[config.mk]
export PLATFORM = sky130hd
export DESIGN_NAME = servio_boot_ctrl
export DESIGN_NICKNAME = d
export VERILOG_FILES = /design/src/rtl/servio_pkg.sv /design/src/rtl/servio_boot_stagger.sv /design/src/rtl/servio_boot_ctrl.sv
export SDC_FILE = /design/constraint.sdc
export NUM_CORES = 1
export LEC_CHECK = 0
export ABC_CLOCK_PERIOD_IN_PS = 3000
export BUFFER_PORTS_ARGS = -buffer_cell sky130_fd_sc_hd__buf_2
export CAP_MARGIN = 25
export CORE_MARGIN = 2
export CORE_UTILIZATION = 40
export DETAILED_ROUTE_END_ITERATION = 10
export PLACE_DENSITY = 0.7
export SYNTH_ARGS = -nofsm -noshare
export SYNTH_HDL_FRONTEND = slang
export SYNTH_HIERARCHICAL = 1
export SYNTH_SLANG_ARGS = --single-unit
export TNS_END_PERCENT = 100
[constraint.sdc]
create_clock -name clk -period 3 [get_ports clk]
set_input_delay 0 -clock clk [delete_from_list [all_inputs] [get_ports clk]]
set_output_delay 0 -clock clk [all_outputs]
set_load 0.05 [all_outputs]
[src/rtl/servio_pkg.sv]
// -----------------------------------------------------------------------------
// servio_pkg
// Shared definitions for the SERV boot/run sequencer:
//   - state encoding constants IDLE / LOAD / RELEASE / RUN and the state enum
//   - CRC8_POLY (x^8 + x^2 + x + 1) and a byte-wide CRC-8 update helper, which
//     the top only builds in when SERVIO_BOOT_CRC_EN is defined
// -----------------------------------------------------------------------------
package servio_pkg;

   localparam logic [1:0] IDLE    = 2'd0;
   localparam logic [1:0] LOAD    = 2'd1;
   localparam logic [1:0] RELEASE = 2'd2;
   localparam logic [1:0] RUN     = 2'd3;

   typedef enum logic [1:0] {
      ST_IDLE    = IDLE,
      ST_LOAD    = LOAD,
      ST_RELEASE = RELEASE,
      ST_RUN     = RUN
   } state_e;

   localparam logic [7:0] CRC8_POLY = 8'h07;

   // CRC-8, MSB first, no reflection, no output xor: fold the whole byte in,
   // then shift out eight bits.
   function automatic logic [7:0] crc8_update(input logic [7:0] crc_in,
                                              input logic [7:0] data_in);
      logic [7:0] c;
      c = crc_in ^ data_in;
      for (int i = 0; i < 8; i++) begin
         if (c[7]) begin
            c = {c[6:0], 1'b0} ^ CRC8_POLY;
         end else begin
            c = {c[6:0], 1'b0};
         end
      end
      return c;
   endfunction

endpackage

[src/rtl/servio_boot_stagger.sv]
// -----------------------------------------------------------------------------
// servio_boot_stagger
// Hart release sequencer. On start_i it latches mask_i and then releases the
// masked harts lowest index first: the first one on the cycle after start_i
// takes effect, each further one STAGGER cycles after the previous one.
// Harts outside the mask stay in reset.
//
// Ports:
//   clk, reset   clock, asynchronous active-high reset
//   clear_i      return every hart to reset and abandon the sequence
//   start_i      one-cycle pulse: begin a sequence with mask_i
//   mask_i       harts to release
//   hart_rst_o   per-hart reset, 1 = held (registered)
//   done_o       1 once every masked hart has been released (registered)
// -----------------------------------------------------------------------------
module servio_boot_stagger #(
   parameter int NUM_HARTS = 4,
   parameter int STAGGER   = 16
) (
   input  logic                 clk,
   input  logic                 reset,
   input  logic                 clear_i,
   input  logic                 start_i,
   input  logic [NUM_HARTS-1:0] mask_i,
   output logic [NUM_HARTS-1:0] hart_rst_o,
   output logic                 done_o
);

   localparam logic [7:0] GAP_M1 = 8'(STAGGER - 1);
   localparam logic [NUM_HARTS-1:0] ALL_HELD = {NUM_HARTS{1'b1}};
   localparam logic [NUM_HARTS-1:0] NONE     = {NUM_HARTS{1'b0}};

   logic [NUM_HARTS-1:0] pending_q, pending_d;
   logic [NUM_HARTS-1:0] hart_rst_q, hart_rst_d;
   logic [7:0]           timer_q, timer_d;
   logic                 done_q, done_d;
   logic                 picked;

   // Next-state: a zero timer releases the lowest still-pending hart and
   // reloads the gap; otherwise the timer counts down.
   always_comb begin
      pending_d  = pending_q;
      hart_rst_d = hart_rst_q;
      timer_d    = timer_q;
      done_d     = done_q;
      picked     = 1'b0;
      if (clear_i) begin
         pending_d  = NONE;
         hart_rst_d = ALL_HELD;
         timer_d    = 8'd0;
         done_d     = 1'b0;
      end else if (start_i) begin
         pending_d  = mask_i;
         hart_rst_d = ALL_HELD;
         timer_d    = 8'd0;
         done_d     = (mask_i == NONE);
      end else if (pending_q != NONE) begin
         if (timer_q == 8'd0) begin
            for (int i = 0; i < NUM_HARTS; i++) begin
               if (!picked && pending_q[i]) begin
                  picked        = 1'b1;
                  pending_d[i]  = 1'b0;
                  hart_rst_d[i] = 1'b0;
               end else begin
                  picked = picked;
               end
            end
            timer_d = GAP_M1;
            done_d  = (pending_d == NONE);
         end else begin
            timer_d = timer_q - 8'd1;
         end
      end else begin
         timer_d = timer_q;
      end
   end

   // State registers; reset holds every hart.
   always_ff @(posedge clk or posedge reset) begin
      if (reset) begin
         pending_q  <= NONE;
         hart_rst_q <= ALL_HELD;
         timer_q    <= 8'd0;
         done_q     <= 1'b0;
      end else begin
         pending_q  <= pending_d;
         hart_rst_q <= hart_rst_d;
         timer_q    <= timer_d;
         done_q     <= done_d;
      end
   end

   assign hart_rst_o = hart_rst_q;
   assign done_o     = done_q;

endmodule

[src/rtl/servio_boot_ctrl.sv]
// -----------------------------------------------------------------------------
// servio_boot_ctrl
// Boot/run sequencer for the shared instruction ROM and the SERV harts.
// IDLE -> LOAD (stream cmd_len bytes into the ROM write port) -> RELEASE
// (release masked harts one at a time) -> RUN. cmd_stop returns to IDLE from
// any state and puts every hart and the fetch mux back into reset.
//
// Build option: SERVIO_BOOT_CRC_EN adds a CRC-8 over the loaded image on crc;
// without it crc is tied to zero.
//
// Ports:
//   clk, reset             clock, asynchronous active-high reset
//   cmd_load, cmd_len      start a load of cmd_len bytes (IDLE only)
//   cmd_stop               abort/stop, back to IDLE (wins over cmd_load)
//   run_mask               harts to release, sampled when the load completes
//   asi_data/valid/ready   image byte stream, accepted on valid & ready
//   avm_rom_address/write/writedata  ROM write port, one cycle after accept
//   hart_rst               per-hart reset, 1 = held
//   mux_rst                fetch mux reset, 1 in IDLE and LOAD
//   busy                   1 in LOAD or RELEASE
//   error                  sticky bad-length flag, cleared by a good cmd_load
//   crc                    image CRC-8
// -----------------------------------------------------------------------------
module servio_boot_ctrl #(
   parameter int DATA_DEPTH = 1024,
   parameter int NUM_HARTS  = 4,
   parameter int STAGGER    = 16
) (
   input  logic                            clk,
   input  logic                            reset,
   input  logic                            cmd_load,
   input  logic [$clog2(DATA_DEPTH):0]     cmd_len,
   input  logic                            cmd_stop,
   input  logic [NUM_HARTS-1:0]            run_mask,
   input  logic [7:0]                      asi_data,
   input  logic                            asi_valid,
   output logic                            asi_ready,
   output logic [$clog2(DATA_DEPTH)-1:0]   avm_rom_address,
   output logic                            avm_rom_write,
   output logic [7:0]                      avm_rom_writedata,
   output logic [NUM_HARTS-1:0]            hart_rst,
   output logic                            mux_rst,
   output logic                            busy,
   output logic                            error,
   output logic [7:0]                      crc
);

   import servio_pkg::*;

   localparam int AW = $clog2(DATA_DEPTH);
   localparam int LW = AW + 1;
   localparam logic [LW-1:0] LEN_ZERO = LW'(0);
   localparam logic [LW-1:0] LEN_ONE  = LW'(1);
   localparam logic [LW-1:0] LEN_MAX  = LW'(DATA_DEPTH);
   localparam logic [NUM_HARTS-1:0] NO_HARTS = {NUM_HARTS{1'b0}};

   state_e           state_q, state_d;
   logic [LW-1:0]    count_q, count_d;
   logic [LW-1:0]    len_q, len_d;
   logic             ready_q, ready_d;
   logic             wr_q, wr_d;
   logic [AW-1:0]    addr_q, addr_d;
   logic [7:0]       data_q, data_d;
   logic             mux_rst_q, mux_rst_d;
   logic             busy_q, busy_d;
   logic             error_q, error_d;

   logic                 accept;
   logic                 last_byte;
   logic                 len_ok;
   logic                 load_go;
   logic                 stag_start;
   logic                 stag_done;
   logic [NUM_HARTS-1:0] stag_hart_rst;

   assign accept    = asi_valid & ready_q;
   assign last_byte = (count_q == (len_q - LEN_ONE));
   assign len_ok    = (cmd_len != LEN_ZERO) && (cmd_len <= LEN_MAX);
   assign load_go   = ~cmd_stop & cmd_load & len_ok & (state_q == ST_IDLE);

   // Sequencer next-state and registered-output values.
   always_comb begin
      state_d    = state_q;
      count_d    = count_q;
      len_d      = len_q;
      ready_d    = ready_q;
      wr_d       = 1'b0;
      addr_d     = addr_q;
      data_d     = data_q;
      error_d    = error_q;
      stag_start = 1'b0;

      // A completed handshake always reaches the ROM, even if a stop
      // arrives in the same cycle; the source saw it as accepted.
      if (accept) begin
         wr_d   = 1'b1;
         addr_d = count_q[AW-1:0];
         data_d = asi_data;
      end else begin
         wr_d = 1'b0;
      end

      if (cmd_stop) begin
         state_d = ST_IDLE;
         ready_d = 1'b0;
      end else begin
         case (state_q)
            ST_IDLE: begin
               if (load_go) begin
                  state_d = ST_LOAD;
                  count_d = LEN_ZERO;
                  len_d   = cmd_len;
                  ready_d = 1'b1;
                  error_d = 1'b0;
               end else if (cmd_load) begin
                  error_d = 1'b1;
               end else begin
                  error_d = error_q;
               end
            end
            ST_LOAD: begin
               if (accept) begin
                  count_d = count_q + LEN_ONE;
                  if (last_byte) begin
                     ready_d    = 1'b0;
                     stag_start = 1'b1;
                     // Nothing to release: skip straight to RUN.
                     state_d    = (run_mask == NO_HARTS) ? ST_RUN : ST_RELEASE;
                  end else begin
                     ready_d = 1'b1;
                  end
               end else begin
                  count_d = count_q;
               end
            end
            ST_RELEASE: begin
               if (stag_done) begin
                  state_d = ST_RUN;
               end else begin
                  state_d = ST_RELEASE;
               end
            end
            ST_RUN: begin
               state_d = ST_RUN;
            end
            default: begin
               state_d = ST_IDLE;
               ready_d = 1'b0;
            end
         endcase
      end

      mux_rst_d = (state_d == ST_IDLE) || (state_d == ST_LOAD);
      busy_d    = (state_d == ST_LOAD) || (state_d == ST_RELEASE);
   end

   // Sequencer state and registered outputs.
   always_ff @(posedge clk or posedge reset) begin
      if (reset) begin
         state_q   <= ST_IDLE;
         count_q   <= LEN_ZERO;
         len_q     <= LEN_ZERO;
         ready_q   <= 1'b0;
         wr_q      <= 1'b0;
         addr_q    <= {AW{1'b0}};
         data_q    <= 8'h00;
         mux_rst_q <= 1'b1;
         busy_q    <= 1'b0;
         error_q   <= 1'b0;
      end else begin
         state_q   <= state_d;
         count_q   <= count_d;
         len_q     <= len_d;
         ready_q   <= ready_d;
         wr_q      <= wr_d;
         addr_q    <= addr_d;
         data_q    <= data_d;
         mux_rst_q <= mux_rst_d;
         busy_q    <= busy_d;
         error_q   <= error_d;
      end
   end

   servio_boot_stagger #(
      .NUM_HARTS (NUM_HARTS),
      .STAGGER   (STAGGER)
   ) u_stagger (
      .clk        (clk),
      .reset      (reset),
      .clear_i    (cmd_stop),
      .start_i    (stag_start),
      .mask_i     (run_mask),
      .hart_rst_o (stag_hart_rst),
      .done_o     (stag_done)
   );

`ifdef SERVIO_BOOT_CRC_EN
   logic [7:0] crc_q, crc_d;

   // Image CRC: restart on an accepted load, fold in every accepted byte.
   always_comb begin
      crc_d = crc_q;
      if (load_go) begin
         crc_d = 8'h00;
      end else if (accept) begin
         crc_d = crc8_update(crc_q, asi_data);
      end else begin
         crc_d = crc_q;
      end
   end

   // CRC register.
   always_ff @(posedge clk or posedge reset) begin
      if (reset) begin
         crc_q <= 8'h00;
      end else begin
         crc_q <= crc_d;
      end
   end

   assign crc = crc_q;
`else
   assign crc = 8'h00;
`endif

   assign asi_ready         = ready_q;
   assign avm_rom_address   = addr_q;
   assign avm_rom_write     = wr_q;
   assign avm_rom_writedata = data_q;
   assign hart_rst          = stag_hart_rst;
   assign mux_rst           = mux_rst_q;
   assign busy              = busy_q;
   assign error             = error_q;

endmodule

==> out/results.ini, run 1 <==
[floorplanning]
rows=32
dieWidth_um=93.9
die-area_um2=8810
die_h_um=93.9
ios=63
placeableCoreArea_um2=7770
initial_core_util=0.416

[drt]
firstDrtPassIters=4
vias_per_cell=5.21
wirelength_um=7060
postRouteAntennaNets=0
wl_per_cell_um=13.9
drcViolationCount=0
vias=2652
drt_iter0_drc=92

[cells_and_area]
syn_to_final_growth_pct=28.9
finalNonFillerCells=509
mostFrequentLayoutCell=dfrtp_1
final_nets=435
stdcell_area_um2=4170
diodes=0
final_core_util=0.536
final_cell_mix=dfrtp_1 (59), buf_2 (54), mux2_2 (27), dlygate4sd3_1 (25), nand2_1 (22)
drive_above_1_share=0.327

[sta]
max_freq_ghz=0.337
clock_skew_ns=0.0118
setup_viol=0
worstMarginPinSlew_ns=0.632
grt_setup_unrepaired=true
whs_ns=0.0880
drv_slew=0
finalSetupTns_ns=0
post-route-worst-setup-slack_ns=0.0315
period_needed_ns=2.97
relSlewSlack=0.578
hold_viol=0
layout_worst_path_cycle_share=0.990

[power_and_ir_drop]
pwr-share-seq=0.420
p_comb_frac=0.224
finalPower_mw=2.36
switchingPower_mw=0.738
swShare=0.313
power_frac_clock=0.356
p_leak_nw=1.87
ir_worst_vdd_uv=350
p_int_mw=1.62
powerDensity_nw_per_um2=566

[synth]
synth_warnings=6
synth_edf_count=0
syn_area_per_cell_um2=10.4
ys_ff_latch=64
async_reset_ff_frac=1.00
syn_area_um2=3230
synth_seq_area_share=0.497
synthCells=312
synth_flop_cell=dfrtp_1
post_synth_num_cell_types=53

[critical_path]
r2r_start=len_q[2]
cp_data_required_time_ns=3.23
critPathCaptureType=flop
cp_max_fo=8
cp-startpoint=len_q[2]
start_kind=flop
arrival_ns=3.19
critical_path_class=reg -> reg

[job]
drv_cap=0

[clock_tree]
cts_buffers=9
path_clk_slew_ns=0.08
root_buffer=clkbuf_8
clkLatencyLatePin_ns=0.35
cts_tree=built
cts_sinks=64
htreeDepth=3
clockBufferDepth=2

[grt]
grt_max_degree=48
grt_pass1_vias=2621
antenna_found_initial=0
gr-total-overflow=0
grt_usage=0.172
grt_first_pass_wirelength_um=11900

[placed_design]
place_ws_ns=0.0255
placed_cells=463
place_congestion=0.877
dpl.hpwl_um=4830
port_buffers=54
placed_area_um2=3610

[min_path]
hp-start=cmd_load
hold_path_class=in -> reg

[outcome]
status=finished clean

## what timing repair did
action                                  in CTS  in global routing
buffers inserted                             0                  4
endpoints found under the setup margin       1                  6
hold buffers                                25                  0
resized for setup                            1                  7
hold endpoints to repair                    82                  0
pin swaps                                    0                  9
## cells by family after synthesis
logic type	count (synthesis)	synth area share
buffers and inverters	33	0.0492
adder cells (fa/ha/maj)	6	0.0225
XOR/XNOR	18	0.0488
multiplexers	27	0.0941
other	1	0.00116
flip-flops	64	0.497
AND/OR/NAND/NOR	111	0.189
AO/OA/AOI/OAI	52	0.0976
## layout make-up
| type | instances | area (um2) |
|---|---|---|
| repair buffers | 92 | 631 |
| multi-input cells | 222 | 1520 |
| well taps | 102 | 128 |
| clock buffers | 9 | 124 |
| fillers | 722 | 3600 |
| inverters | 13 | 48.8 |
| flip-flops and latches | 64 | 1610 |
| clock inverters | 7 | 104 |
## final timing paths
check / end / slack [ns] / cells after the start
max reg2reg: u_stagger/done_o / 0.03 / 10
max in group asynchronous: mux_rst / 2.25 / 4
min reg2reg: u_stagger/hart_rst_o[1] / 0.48 / 2
min: error / 0.09 / 4
max: u_stagger/done_o / 0.03 / 10
min in group asynchronous: count_q[10] / 0.19 / 3
## synthesized netlist by cell type (8+ instances only)
cell type / n / area share
dfrtp_1: 59 / 0.46
mux2_2: 27 / 0.094
nand2_1: 22 / 0.026
nor2_1: 20 / 0.023
o21ai_0: 17 / 0.026
a21oi_1: 14 / 0.022
inv_1: 13 / 0.015
nor3_1: 11 / 0.017
nor4_1: 10 / 0.019
xnor2_1: 10 / 0.027
buf_4: 8 / 0.019
xor2_1: 8 / 0.022
## power groups by stage
stage / sequential (mW) / clock [mW] / combinational [mW]
2_1_floorplan: 1.13 / 0 / 0.234
3_3_place_gp: 1.00 / 0 / 0.475
3_5_place_dp: 1.00 / 0 / 0.484
4_1_cts: 0.989 / 0.866 / 0.513
5_1_grt: 1.00 / 0.908 / 0.568
6_report: 0.991 / 0.839 / 0.527
## worst max-delay path, cell delays in order, from the launching register on
cell and delay, ns:
dfrtp_1 0.39, or3_4 0.39, o21a_1 0.21, or4_1 0.47, and3_4 0.19, or4_4 0.57
nor2_4 0.16, or2_4 0.20, nor3_1 0.07, a21oi_1 0.11, a21oi_1 0.08
## sequential cells by signal, summed over array words and instances, names as in the netlist
register,flops
u_stagger/hart_rst_o,4
u_stagger/pending_q,4
busy,1
state_q,2
u_stagger/done_o,1
count_q,11
asi_ready,1
avm_rom_address,10
mux_rst,1
avm_rom_writedata,8
avm_rom_write,1
len_q,11
error,1
u_stagger/timer_q,8
## routing by layer
metal / share of wire / vias to the layer above / global-route usage / wire (um)
li1: - / 1285 / - / -
met1: 0.44 / 1286 / 0.216 / 3130
met2: 0.50 / 69 / 0.280 / 3520
met3: 0.041 / 12 / 0.0498 / 286
met4: 0.018 / 0 / 0.0676 / 124
met5: 0 / - / 0 / 0
Power figures use the tool's default switching activity.
==> inputs of run 2 (changes only) <==
ABC_CLOCK_PERIOD_IN_PS = 3700   (was 3000)
PLACE_DENSITY = 0.68   (was 0.7)
SLEW_MARGIN = 20   (was unset)
clock period = 3.7 ns   (was 3 ns; I/O delays follow)
==> run 2 against run 1 <==
Compared with the run above:
- critical path depth unchanged
- final area shrank 2.1%
- maximum frequency down 15%
- largest power group unchanged
- critical path type unchanged
==> out/results.ini, run 2 (same netlist as run 1, synthesis figures left out) <==
[drt]
vias_per_cell=5.19
postRouteAntennaNets=0
highest_layer=met4
wl_per_cell_um=13.8
wl_met3_um=326
wirelength_um=6930
firstDrtPassIters=4
drcViolationCount=0
drt_iter0_drc=89
vias=2600
wl_met1_um=3020
wl_met2_um=3500

[placed_design]
port_buffers=54
place_congestion=0.845
dpl.hpwl_um=4770
placed_cells=458

[floorplanning]
die-area_um2=8810
placeableCoreArea_um2=7770
rows=32
die_h_um=93.9
dieWidth_um=93.9
ios=63
initial_core_util=0.416

[critical_path]
cpPeakStageDelay_ns=0.57
cp_slowest_cell=dlygate4sd3_1
arrival_ns=3.70
cp_max_fo=8
start_kind=flop
critPathCaptureType=flop
critical_path_class=reg -> reg
cp_cell_sequence=or3_4 > o21a_1 > or4_1 > and3_1 > or4_4 > nor2_4 > inv_1 > o311ai_0 > a21oi_1 > dlygate4sd3_1
cp_data_required_time_ns=3.92

[sta]
drv_slew=0
finalSetupTns_ns=0
grt_setup_unrepaired=false
setup_viol=0
relSlewSlack=0.468
hold_viol=0
worstMarginPinSlew_ns=0.796
layout_worst_path_cycle_share=0.941
max_freq_ghz=0.287
period_needed_ns=3.48
clock_skew_ns=0.0107

[cells_and_area]
syn_to_final_growth_pct=26.2
finalNonFillerCells=501
diodes=0
final_nets=427
n_fill_cell=719
multi_input_area_um2=1500
final_cell_mix=dfrtp_1 (59), buf_2 (54), mux2_2 (27), dlygate4sd3_1 (27), nand2_1 (22)
mostFrequentLayoutCell=dfrtp_1
drive_above_1_share=0.296
seq_area_um2=1610

[clock_tree]
cts_tree=built
cts_sinks=64
cts_buffers=9
root_buffer=clkbuf_8
clkLatencyLatePin_ns=0.35
path_clk_slew_ns=0.08
htreeDepth=3
clockBufferDepth=2

[min_path]
hold_path_class=in -> reg

[grt]
grt_pass1_vias=2572
gr-total-overflow=0
grt_usage=0.172
grt_max_degree=48
grt_first_pass_wirelength_um=12000
antenna_found_initial=0

[power_and_ir_drop]
p_leak_nw=1.83
ir_worst_vdd_uv=240
powerDensity_nw_per_um2=463

[outcome]
status=finished clean

[job]
drv_cap=0

run 2: worst paths after layout:
| check | startpoint | to | slack, ns | cells past startpoint |
|---|---|---|---|---|
| max | len_q[2] | u_stagger/pending_q[2] | 0.22 | 10 |
| min | cmd_load | error | 0.08 | 4 |
| max reg2reg | len_q[2] | u_stagger/pending_q[2] | 0.22 | 10 |
| min reg2reg | u_stagger/hart_rst_o[1] | u_stagger/hart_rst_o[1] | 0.48 | 2 |
| max in group asynchronous | reset | state_q[1] | 2.89 | 3 |
| min in group asynchronous | reset | u_stagger/timer_q[6] | 0.30 | 3 |
run 2: power by group:
group | internal, mW | switching [mW] | total, mW
combinational | 0.146 | 0.246 | 0.392
sequential | 0.758 | 0.0526 | 0.810
clock | 0.387 | 0.298 | 0.685
total | 1.29 | 0.597 | 1.89
run 2: final cells by class:
type                    count  area share
multi-input cells         222       0.369
well taps                 102      0.0313
clock buffers               9      0.0304
inverters                  13      0.0123
clock inverters             7      0.0255
flip-flops and latches     64       0.394
repair buffers             84       0.138
run 2: metal layers:
metal	GRT usage	vias up
li1	-	1263
met2	0.307	68
met4	0.0507	0
met5	0	-
met3	0.0433	7
met1	0.205	1262
run 2: metrics by stage:
stage	worst slack [ns]	instance area, um2	total power [mW]	hold WS [ns]	utilization
after floorplan	0.510	3260	1.11	-0.0768	-
after global placement	0.473	3570	1.18	0.146	0.459
after detailed placement	0.410	3570	1.19	0.139	0.459
after CTS	0.0210	4070	1.91	0.0723	0.524
after global routing	0.0484	4080	1.97	0.0999	0.525
final	0.218	4080	1.89	0.0822	0.525
run 2: critical path: cells and delay by family, from the launching register on:
kind,cells,cell delay (ns)
and+or+nand+nor,5,1.82
DFF,1,0.46
AOI/OAI and AO/OA,3,0.41
buffers and inverters,2,0.67
run 2: what timing repair did:
item	CTS	global route
setup endpoints to repair	0	3
hold endpoints to repair	82	0
hold buffers	27	0
setup buffers	0	0
gates resized for setup	0	3
